[src/rtl/uart_tx_queue_if.sv]
// rtl/uart_tx_queue_if.sv - CPU write side, uart_tx handshake and status bundle for uart_tx_queue
interface uart_tx_queue_if #(
  parameter int ADDR_W = 4
);
  logic              wr_en;
  logic [7:0]        wr_data;
  logic              clr_overflow;
  logic              tx_dv;
  logic [7:0]        tx_byte;
  logic              tx_active;
  logic              tx_done;
  logic              full;
  logic              empty;
  logic [ADDR_W:0]   count;
  logic              busy;
  logic              overflow;

  // Environment side: CPU store port plus the uart_tx serializer
  modport master (
    output wr_en, wr_data, clr_overflow, tx_active, tx_done,
    input  tx_dv, tx_byte, full, empty, count, busy, overflow
  );

  // Queue side
  modport slave (
    input  wr_en, wr_data, clr_overflow, tx_active, tx_done,
    output tx_dv, tx_byte, full, empty, count, busy, overflow
  );
endinterface

[src/rtl/uart_tx_queue.sv]
// rtl/uart_tx_queue.sv - TX byte FIFO and uart_tx launch sequencer; TXQ_DROP_OLDEST_EN selects overwrite-oldest on full
module uart_tx_queue #(
  parameter int DEPTH  = 16,
  parameter int ADDR_W = 4
) (
  input  logic           clk,
  input  logic           rst,
  uart_tx_queue_if.slave bus
);

  localparam logic [1:0] ST_IDLE      = 2'd0;
  localparam logic [1:0] ST_LAUNCH    = 2'd1;
  localparam logic [1:0] ST_WAIT_DONE = 2'd2;

  localparam logic [ADDR_W:0] FULL_COUNT = (ADDR_W + 1)'(DEPTH);

  logic [1:0]        state_q, state_d;
  logic [ADDR_W-1:0] wr_ptr_q, wr_ptr_d;
  logic [ADDR_W-1:0] rd_ptr_q, rd_ptr_d;
  logic [ADDR_W:0]   count_q, count_d;
  logic              overflow_q, overflow_d;
  logic [7:0]        tx_byte_q, tx_byte_d;
  logic [7:0]        mem_q [DEPTH];
  logic [7:0]        mem_d [DEPTH];

  logic full_w;
  logic empty_w;
  logic pop_w;
  logic push_w;
  logic drop_w;
  logic reject_w;

  // tx_active is informational only; the sequencer keys off tx_done
  logic unused_tx_active;
  assign unused_tx_active = bus.tx_active;

  // Full/empty come from the registered count only, so the full decision
  // always uses the pre-pop occupancy of this cycle
  always_comb begin
    full_w  = (count_q == FULL_COUNT);
    empty_w = (count_q == '0);
    pop_w   = (state_q == ST_IDLE) && !empty_w;
`ifdef TXQ_DROP_OLDEST_EN
    // A same-cycle pop frees the oldest slot, so the push lands normally;
    // otherwise the oldest entry is overwritten and both pointers advance
    push_w   = bus.wr_en && (!full_w || pop_w);
    drop_w   = bus.wr_en && full_w && !pop_w;
    reject_w = drop_w;
`else
    push_w   = bus.wr_en && !full_w;
    drop_w   = 1'b0;
    reject_w = bus.wr_en && full_w;
`endif
  end

  // Storage, pointers, occupancy, sticky overflow and the launch byte
  always_comb begin
    mem_d = mem_q;
    if (push_w || drop_w) begin
      mem_d[wr_ptr_q] = bus.wr_data;
    end
    wr_ptr_d  = (push_w || drop_w) ? wr_ptr_q + ADDR_W'(1) : wr_ptr_q;
    rd_ptr_d  = (pop_w || drop_w) ? rd_ptr_q + ADDR_W'(1) : rd_ptr_q;
    count_d   = count_q + {{ADDR_W{1'b0}}, push_w} - {{ADDR_W{1'b0}}, pop_w};
    overflow_d = overflow_q;
    if (reject_w) begin
      overflow_d = 1'b1;
    end else if (bus.clr_overflow) begin
      overflow_d = 1'b0;
    end
    tx_byte_d = pop_w ? mem_q[rd_ptr_q] : tx_byte_q;
  end

  // Launch sequencer: pop in IDLE, strobe once in LAUNCH, wait for uart_tx done
  always_comb begin
    state_d = state_q;
    case (state_q)
      ST_IDLE: begin
        if (pop_w) begin
          state_d = ST_LAUNCH;
        end
      end
      ST_LAUNCH: begin
        state_d = ST_WAIT_DONE;
      end
      ST_WAIT_DONE: begin
        if (bus.tx_done) begin
          state_d = ST_IDLE;
        end
      end
      default: begin
        state_d = ST_IDLE;
      end
    endcase
  end

  // State registers with asynchronous flush
  always_ff @(posedge clk or posedge rst) begin
    if (rst) begin
      state_q    <= ST_IDLE;
      wr_ptr_q   <= '0;
      rd_ptr_q   <= '0;
      count_q    <= '0;
      overflow_q <= 1'b0;
      tx_byte_q  <= 8'h00;
      for (int i = 0; i < DEPTH; i++) begin
        mem_q[i] <= 8'h00;
      end
    end else begin
      state_q    <= state_d;
      wr_ptr_q   <= wr_ptr_d;
      rd_ptr_q   <= rd_ptr_d;
      count_q    <= count_d;
      overflow_q <= overflow_d;
      tx_byte_q  <= tx_byte_d;
      for (int i = 0; i < DEPTH; i++) begin
        mem_q[i] <= mem_d[i];
      end
    end
  end

  assign bus.tx_dv    = (state_q == ST_LAUNCH);
  assign bus.tx_byte  = tx_byte_q;
  assign bus.full     = full_w;
  assign bus.empty    = empty_w;
  assign bus.count    = count_q;
  assign bus.busy     = (state_q != ST_IDLE) || !empty_w;
  assign bus.overflow = overflow_q;

endmodule
[src/flat_wrapper.sv]
// flat-port wrapper written by rule: the top's interface ports become plain ports
module uart_tx_queue_flat 
#(
  parameter int DEPTH  = 16,
  parameter int ADDR_W = 4
)
  (clk, rst, bus_wr_en, bus_wr_data, bus_clr_overflow, bus_tx_active, bus_tx_done, bus_tx_dv, bus_tx_byte, bus_full, bus_empty, bus_count, bus_busy, bus_overflow);
  uart_tx_queue_if #(.ADDR_W(ADDR_W)) bus_i ();
  input  logic clk;
  input  logic rst;
  input wire logic [$bits(bus_i.wr_en)-1:0] bus_wr_en;
  input wire logic [$bits(bus_i.wr_data)-1:0] bus_wr_data;
  input wire logic [$bits(bus_i.clr_overflow)-1:0] bus_clr_overflow;
  input wire logic [$bits(bus_i.tx_active)-1:0] bus_tx_active;
  input wire logic [$bits(bus_i.tx_done)-1:0] bus_tx_done;
  output wire logic [$bits(bus_i.tx_dv)-1:0] bus_tx_dv;
  output wire logic [$bits(bus_i.tx_byte)-1:0] bus_tx_byte;
  output wire logic [$bits(bus_i.full)-1:0] bus_full;
  output wire logic [$bits(bus_i.empty)-1:0] bus_empty;
  output wire logic [$bits(bus_i.count)-1:0] bus_count;
  output wire logic [$bits(bus_i.busy)-1:0] bus_busy;
  output wire logic [$bits(bus_i.overflow)-1:0] bus_overflow;
  assign bus_i.wr_en = bus_wr_en;
  assign bus_i.wr_data = bus_wr_data;
  assign bus_i.clr_overflow = bus_clr_overflow;
  assign bus_i.tx_active = bus_tx_active;
  assign bus_i.tx_done = bus_tx_done;
  assign bus_tx_dv = bus_i.tx_dv;
  assign bus_tx_byte = bus_i.tx_byte;
  assign bus_full = bus_i.full;
  assign bus_empty = bus_i.empty;
  assign bus_count = bus_i.count;
  assign bus_busy = bus_i.busy;
  assign bus_overflow = bus_i.overflow;
  uart_tx_queue #(.DEPTH(DEPTH), .ADDR_W(ADDR_W)) u_core (.clk(clk), .rst(rst), .bus(bus_i));
endmodule
[config.mk]
export PLATFORM = sky130hd
export DESIGN_NAME = uart_tx_queue_flat
export DESIGN_NICKNAME = d
export VERILOG_FILES = /design/src/rtl/uart_tx_queue_if.sv /design/src/rtl/uart_tx_queue.sv /design/src/flat_wrapper.sv
export SDC_FILE = /design/constraint.sdc
export NUM_CORES = 1
export LEC_CHECK = 0
export BUFFER_PORTS_ARGS = -buffer_cell sky130_fd_sc_hd__buf_2
export CORE_ASPECT_RATIO = 2
export CORE_UTILIZATION = 50
export CTS_CLUSTER_SIZE = 8
export DETAILED_ROUTE_END_ITERATION = 8
export PLACE_DENSITY = 0.67
export SKIP_CTS_REPAIR_TIMING = 1
export SYNTH_ARGS = -nofsm -noshare
export SYNTH_HDL_FRONTEND = slang
export SYNTH_SLANG_ARGS = --single-unit
[constraint.sdc]
create_clock -name clk -period 4.6 [get_ports clk]
set_input_delay 0 -clock clk [delete_from_list [all_inputs] [get_ports clk]]
set_output_delay 0 -clock clk [all_outputs]
set_load 0.03 [all_outputs]
==> results.py, run 1 <==
metrics = {
    "timing": {
        "rsz0062_at_grt": "false",
        "period_minus_slack_ns": 3.085,
        "slew_headroom_pct": 32.01,
        "finClkSkew_ns": 0.008683,
        "post-route-period-util_pct": 67.06,
        "tns_ns": 0,
        "layout_setup_ws_ns": 1.515,
        "report.final.slew_viol_count": 0,
        "fmax_ghz": 0.3242,
        "tightest_slew_ns": 1.020,
        "setup_viol": 0,
        "hold_viol": 0,
    },
    "clock_network": {
        "root_buffer": "clkbuf_16",
        "path_clk_slew_ns": 0.06,
        "clk_latency_ns": 0.42,
        "cts_buffers": 17,
        "clock_sinks": 152,
        "htree_levels": 4,
        "cts_tree": "built",
        "clockBufferDepth": 2,
    },
    "setup_path": {
        "crit_chain": "inv_1, ha_1, nor4b_4, nand2b_1, buf_4, inv_1, buf_4, ha_1, inv_1, ha_1, inv_1, fa_1, inv_1, a21oi_1, o21bai_1, xnor2_1",
        "required_ns": 4.95,
        "cp_num_buf_inv": 7,
        "cpPeakStageDelay_ns": 0.40,
        "critical_path_class": "flip-flop to flip-flop",
        "critPathSlowestCell": "dfrtp_1",
        "worst-path-stages": 16,
        "r2r_cells": 16,
        "cp-start-kind": "flip-flop",
        "crit_fanout": 13,
        "critPathMostFrequentCell": "inv_1",
        "crit_arrival_ns": 3.43,
        "cp_top_family": "adder cells",
        "cp-end-kind": "flip-flop",
    },
    "pwr": {
        "irDropWorstVdd_mv": 0.3476,
        "swShare_pct": 34.56,
        "powerDensity_nw_per_um2": 758.9,
        "clkPwrFrac_pct": 22.2,
        "seq_power_share_pct": 40.1,
        "combPwrFrac_pct": 37.7,
        "switching_power_mw": 2.140,
        "intPower_mw": 4.052,
        "power_leakage_nw": 3.687,
    },
    "grt": {
        "grt_pass1_wl_mm": 24.27,
        "gr-max-usage-layer": "met2",
        "use_met3_pct": 4.153,
        "met2_usage_pct": 41.70,
        "grt.overflow.total": 0,
        "grt_use_met1_pct": 24.71,
        "grt_max_degree": 114,
        "grtUsageTotal_pct": 22.25,
        "antenna_found_initial": 0,
        "grt_pass1_vias": 4450,
    },
    "detailed_routing": {
        "wl_per_cell_um": 20.63,
        "wl_mm": 15.00,
        "initialDrtViolationCount": 182,
        "viasPerCell": 5.629,
        "antenna_left": 0,
        "post-route-drc-count": 0,
        "vias": 4092,
        "first_pass_iters": 4,
    },
    "die": {
        "initial_core_util_pct": 50.86,
        "die_w_um": 87.20,
        "die_h_um": 172.4,
        "core_um2": 14270,
        "io_pins": 32,
        "die_area_um2": 15030,
        "placementRows": 62,
    },
    "place": {
        "postPlaceCellArea_um2": 7535,
        "gp_congestion": 0.7772,
        "dp_hpwl_mm": 10.43,
        "port_buffers": 30,
        "dp_slack_ns": 1.527,
    },
    "yosys": {
        "postSynthAreaPerCell_um2": 14.73,
        "synth_top_area_cell": "dfrtp_1",
        "syn_inst": 493,
        "yosysUniqueCellTypes": 42,
        "synth_area_leaders": "dfrtp_1 (52%), mux2_2 (18%), mux4_2 (5.3%)",
        "syn_nets": 519,
        "netlist_top_cells_count": "dfrtp_1 (152), mux2_2 (116), mux2i_1 (31)",
        "synth_seq_cells": 152,
        "yosysSeqAreaShare_pct": 52.40,
        "synth_edf_count": 0,
        "synth_top_area_share_pct": 52.40,
        "synthFlopType": "dfrtp_1",
        "yosysMostFrequentCell": "dfrtp_1",
        "synth.cell_area_um2": 7259,
        "yosys_warnings": 0,
        "synthArstFlopShare_pct": 100.0,
    },
    "cells_and_area": {
        "multi_input_area_um2": 3233,
        "drive_above_1_share_pct": 43.55,
        "fillCellCount": 1194,
        "n_antenna_cell": 0,
        "syn2layout_area_growth_pct": 12.39,
        "seqCellArea_um2": 3805,
        "final_cell_area_um2": 8159,
        "layout.nets": 548,
    },
    "hold_path": {
        "hold_path.class": "input pin to flip-flop",
        "holdPathStages": 2,
    },
    "status": {
        "status": "completed",
    },
    "flow_run": {
        "maxCapViolations": 0,
    },
}
-- routing by layer --
layer	vias to the layer above	share of wire, %
met5	-	0
met4	0	1.8
met3	20	2.3
met2	67	58
met1	2141	38
li1	1864	-
-- cells in the final DEF (no fill, tap or decap), drive strengths merged, types with 2 or more instances in the layout --
cell type / instances
a22oi: 21
dfrtp: 152
mux4: 17
nor4b: 2
nor2: 5
nor2b: 6
bufinv: 2
nand2: 15
ha: 11
clkbuf: 22
clkinv: 5
mux2: 128
nand3: 21
nand4: 12
a21oi: 2
or2: 2
o21ai: 2
a21o: 2
dlygate4sd3: 4
buf: 36
mux2i: 31
clkinvlp: 2
xnor2: 8
xor2: 2
inv: 16
-- flip-flops by register name, summed over array words and instances (netlist names) --
name                 flops
u_core.mem_q           128
u_core.rd_ptr_q          4
u_core.bus.tx_byte       8
u_core.wr_ptr_q          4
u_core.state_q           2
u_core.bus.overflow      1
u_core.bus.count         5
-- power groups by stage --
stage	combinational [mW]	sequential, mW	clock, mW
2_1_floorplan	1.94	2.36	0
3_3_place_gp	2.28	2.43	0
3_5_place_dp	2.35	2.49	0
4_1_cts	2.36	2.48	1.40
5_1_grt	2.53	2.57	1.46
6_report	2.33	2.48	1.38
-- worst reg2reg max path: stages, from the launching register on --
cell and delay [ns]:
dfrtp_1 0.40, inv_1 0.09, ha_1 0.18, nor4b_4 0.39
nand2b_1 0.16, buf_4 0.18, inv_1 0.06, buf_4 0.18
ha_1 0.29, inv_1 0.06, ha_1 0.15, inv_1 0.05
fa_1 0.40, inv_1 0.08, a21oi_1 0.06, o21bai_1 0.15
xnor2_1 0.13
-- cells by family (layout without fill, tap and decap cells) --
kind of cell / Yosys count / in the layout / synth area share (%)
adder cells (fa/ha/maj): 12 / 12 / 2.172
flip-flops: 152 / 152 / 52.40
AO/OA/AOI/OAI: 30 / 30 / 2.965
XOR/XNOR: 10 / 10 / 1.207
buffers and inverters: 45 / 87 / 3.137
AND/OR/NAND/NOR: 68 / 68 / 8.256
multiplexers: 176 / 176 / 29.87
-- final cells by class --
type                            count  share of cell area (%)
Inverter                           15                  0.7514
Clock buffer                       22                   5.689
Timing Repair Buffer               40                   2.883
Sequential cell                   152                   46.63
Clock inverter                     10                   1.472
Tap cell                          192                   2.944
Multi-Input combinational cell    296                   39.63
-- stage by stage --
step	hold WS (ns)	instances	util, %	power (mW)
after detailed placement	0.1998	691	52.79	4.844
after floorplan	0.1073	493	-	4.304
final	0.03891	727	57.16	6.192
after global placement	0.1950	691	52.79	4.710
after CTS	-0.2489	723	56.88	6.238
after global routing	0.05402	727	57.16	6.567
-- path summary, 6_finish.rpt --
check                      slack, ns                     startpoint                       endpoint
hold / removal                  0.04                 bus_wr_data[6]   u_core.mem_q[22]$_DFFE_PP0P_
setup reg to reg                1.52  u_core.bus.count[3]$_DFF_PP0_  u_core.bus.count[4]$_DFF_PP0_
max in group asynchronous       3.10                            rst   u_core.mem_q[77]$_DFFE_PP0P_
setup / recovery                1.52  u_core.bus.count[3]$_DFF_PP0_  u_core.bus.count[4]$_DFF_PP0_
min in group asynchronous       0.35                            rst   u_core.mem_q[80]$_DFFE_PP0P_
hold reg to reg                 0.49   u_core.mem_q[39]$_DFFE_PP0P_   u_core.mem_q[39]$_DFFE_PP0P_
Note: power is estimated with default switching activity, not from simulation.
==> run 2: changes to the inputs <==
--- a/config.mk
+++ b/config.mk
@@ -10,7 +10,7 @@
 export CORE_UTILIZATION = 50
 export CTS_CLUSTER_SIZE = 8
 export DETAILED_ROUTE_END_ITERATION = 8
-export PLACE_DENSITY = 0.67
+export PLACE_DENSITY = 0.69
 export SKIP_CTS_REPAIR_TIMING = 1
 export SYNTH_ARGS = -nofsm -noshare
 export SYNTH_HDL_FRONTEND = slang
==> constraint.sdc (replaced) <==
create_clock -name clk -period 2.6 [get_ports clk]
set_input_delay 0 -clock clk [delete_from_list [all_inputs] [get_ports clk]]
set_output_delay 0 -clock clk [all_outputs]
set_load 0.03 [all_outputs]
==> results.py, run 2 (same netlist as run 1, synthesis figures left out) <==
metrics = {
    "detailed_routing": {
        "viasPerCell": 5.581,
        "post-route-drc-count": 0,
        "first_pass_iters": 4,
        "antenna_left": 0,
        "wl_per_cell_um": 20.48,
        "vias": 4102,
        "initialDrtViolationCount": 159,
        "wl_mm": 15.06,
    },
    "setup_path": {
        "cp-end-kind": "flip-flop",
        "cp-start-kind": "flip-flop",
        "timing.rr.start": "u_core.bus.count[3]$_DFF_PP0_",
        "crit_arrival_ns": 2.72,
        "r2r_end": "u_core.bus.count[4]$_DFF_PP0_",
        "required_ns": 2.94,
        "critical_path_class": "flip-flop to flip-flop",
        "crit_fanout": 3,
        "r2r_setup_slack_ns": 0.22,
        "startpoint": "u_core.bus.count[3]$_DFF_PP0_",
        "r2r_cells": 14,
    },
    "pwr": {
        "powerDensity_nw_per_um2": 1354,
        "power_leakage_nw": 3.751,
        "irDropWorstVdd_mv": 0.5886,
    },
    "cells_and_area": {
        "largest_reg_flops": 128,
        "layout_common_cells": "dfrtp_1 (149), mux2_2 (116), mux2i_1 (31)",
        "final_common_cell": "dfrtp_1",
        "layout.nets": 558,
        "fillCellCount": 1152,
        "drive_above_1_share_pct": 46.78,
        "syn2layout_area_growth_pct": 14.93,
        "n_antenna_cell": 0,
        "top_register": "u_core.mem_q",
    },
    "die": {
        "placementRows": 62,
        "core_um2": 14270,
        "die_h_um": 172.4,
        "initial_core_util_pct": 50.86,
        "die_w_um": 87.20,
        "die_area_um2": 15030,
        "io_pins": 32,
    },
    "grt": {
        "grt_pass1_vias": 4380,
        "grt_use_met1_pct": 24.49,
        "grt_pass1_wl_mm": 23.98,
        "antenna_found_initial": 0,
        "gr-max-usage-layer": "met2",
        "met2_usage_pct": 40.71,
        "grt.overflow.total": 0,
        "grtUsageTotal_pct": 22.17,
        "use_met3_pct": 4.821,
        "grt_max_degree": 63,
    },
    "clock_network": {
        "clock_sinks": 152,
        "cts_buffers": 17,
        "cts_tree": "built",
        "root_buffer": "clkbuf_16",
        "path_clk_slew_ns": 0.06,
        "clockBufferDepth": 2,
        "clk_latency_ns": 0.42,
        "htree_levels": 4,
    },
    "hold_path": {
        "hold_path.class": "input pin to flip-flop",
        "holdPathStages": 2,
        "hold_start": "bus_wr_data[0]",
        "holdPathEnd": "u_core.mem_q[88]$_DFFE_PP0P_",
    },
    "place": {
        "port_buffers": 30,
        "dp_slack_ns": 0.2265,
        "gp_congestion": 0.7508,
        "dp_hpwl_mm": 10.56,
    },
    "timing": {
        "rsz0062_at_grt": "false",
        "slew_headroom_pct": 59.83,
        "fmax_ghz": 0.4198,
        "finClkSkew_ns": 0.007942,
        "post-route-period-util_pct": 91.62,
        "hold_viol": 0,
        "tns_ns": 0,
        "layout_setup_ws_ns": 0.2178,
        "tightest_slew_ns": 0.6004,
        "timing.hold.ws_ns": 0.02595,
        "report.final.slew_viol_count": 0,
        "setup_viol": 0,
        "period_minus_slack_ns": 2.382,
    },
    "flow_run": {
        "maxCapViolations": 0,
    },
    "status": {
        "status": "completed",
    },
}
-- run 2: cell type report --
| type | count | area [um^2] | share of cell area [%] |
|---|---|---|---|
| Tap cell | 192 | 240.2 | 2.879 |
| Clock inverter | 7 | 118.9 | 1.425 |
| Inverter | 15 | 60.06 | 0.7199 |
| Sequential cell | 152 | 3807 | 45.64 |
| Multi-Input combinational cell | 296 | 3281 | 39.32 |
| Clock buffer | 23 | 488.0 | 5.849 |
| Timing Repair Buffer | 50 | 347.8 | 4.169 |
-- run 2: worst max-delay path by stage --
stage,end,slack (ns),depth (start not counted)
finish,u_core.bus.count[4]$_DFF_PP0_,0.22,14
global route,u_core.bus.count[4]$_DFF_PP0_,0.13,14
CTS,u_core.bus.count[4]$_DFF_PP0_,0.21,14
detailed placement,u_core.bus.count[4]$_DFF_PP0_,0.23,14
global placement,u_core.bus.count[4]$_DFF_PP0_,0.32,14
floorplan,u_core.bus.count[4]$_DFF_PP0_,-0.32,15
-- run 2: per-layer routing --
metal | share of wire (%) | routed length [um] | up-vias
met2 | 56 | 8414 | 61
met3 | 2.2 | 326 | 26
met4 | 2.4 | 356 | 0
met5 | 0 | 0 | -
met1 | 40 | 5958 | 2139
li1 | - | - | 1876
-- run 2: worst max-delay path: stages, from the launching register on --
cell and delay (ns):
dfrtp_2 0.42, inv_2 0.09, ha_4 0.14, nor4b_4 0.21, nand2b_4 0.18, inv_2 0.05
ha_4 0.21, inv_2 0.06, ha_4 0.12, inv_2 0.03, fa_2 0.36, inv_1 0.06
a21oi_1 0.06, o21bai_1 0.17, xnor2_1 0.14
-- run 2: through the flow --
step	total power, mW	util [%]	area [um^2]	instances
after floorplan	7.727	-	7323	493
after global placement	8.571	53.92	7696	701
after detailed placement	8.812	53.92	7696	701
after CTS	11.40	58.17	8303	731
after global routing	11.95	58.45	8343	735
final	11.30	58.45	8343	735
-- run 2: where the power goes --
part           total, mW  internal, mW  switching [mW]
Clock               2.54          1.60           0.939
Combinational       4.46          2.33            2.13
Sequential          4.30          3.53           0.774
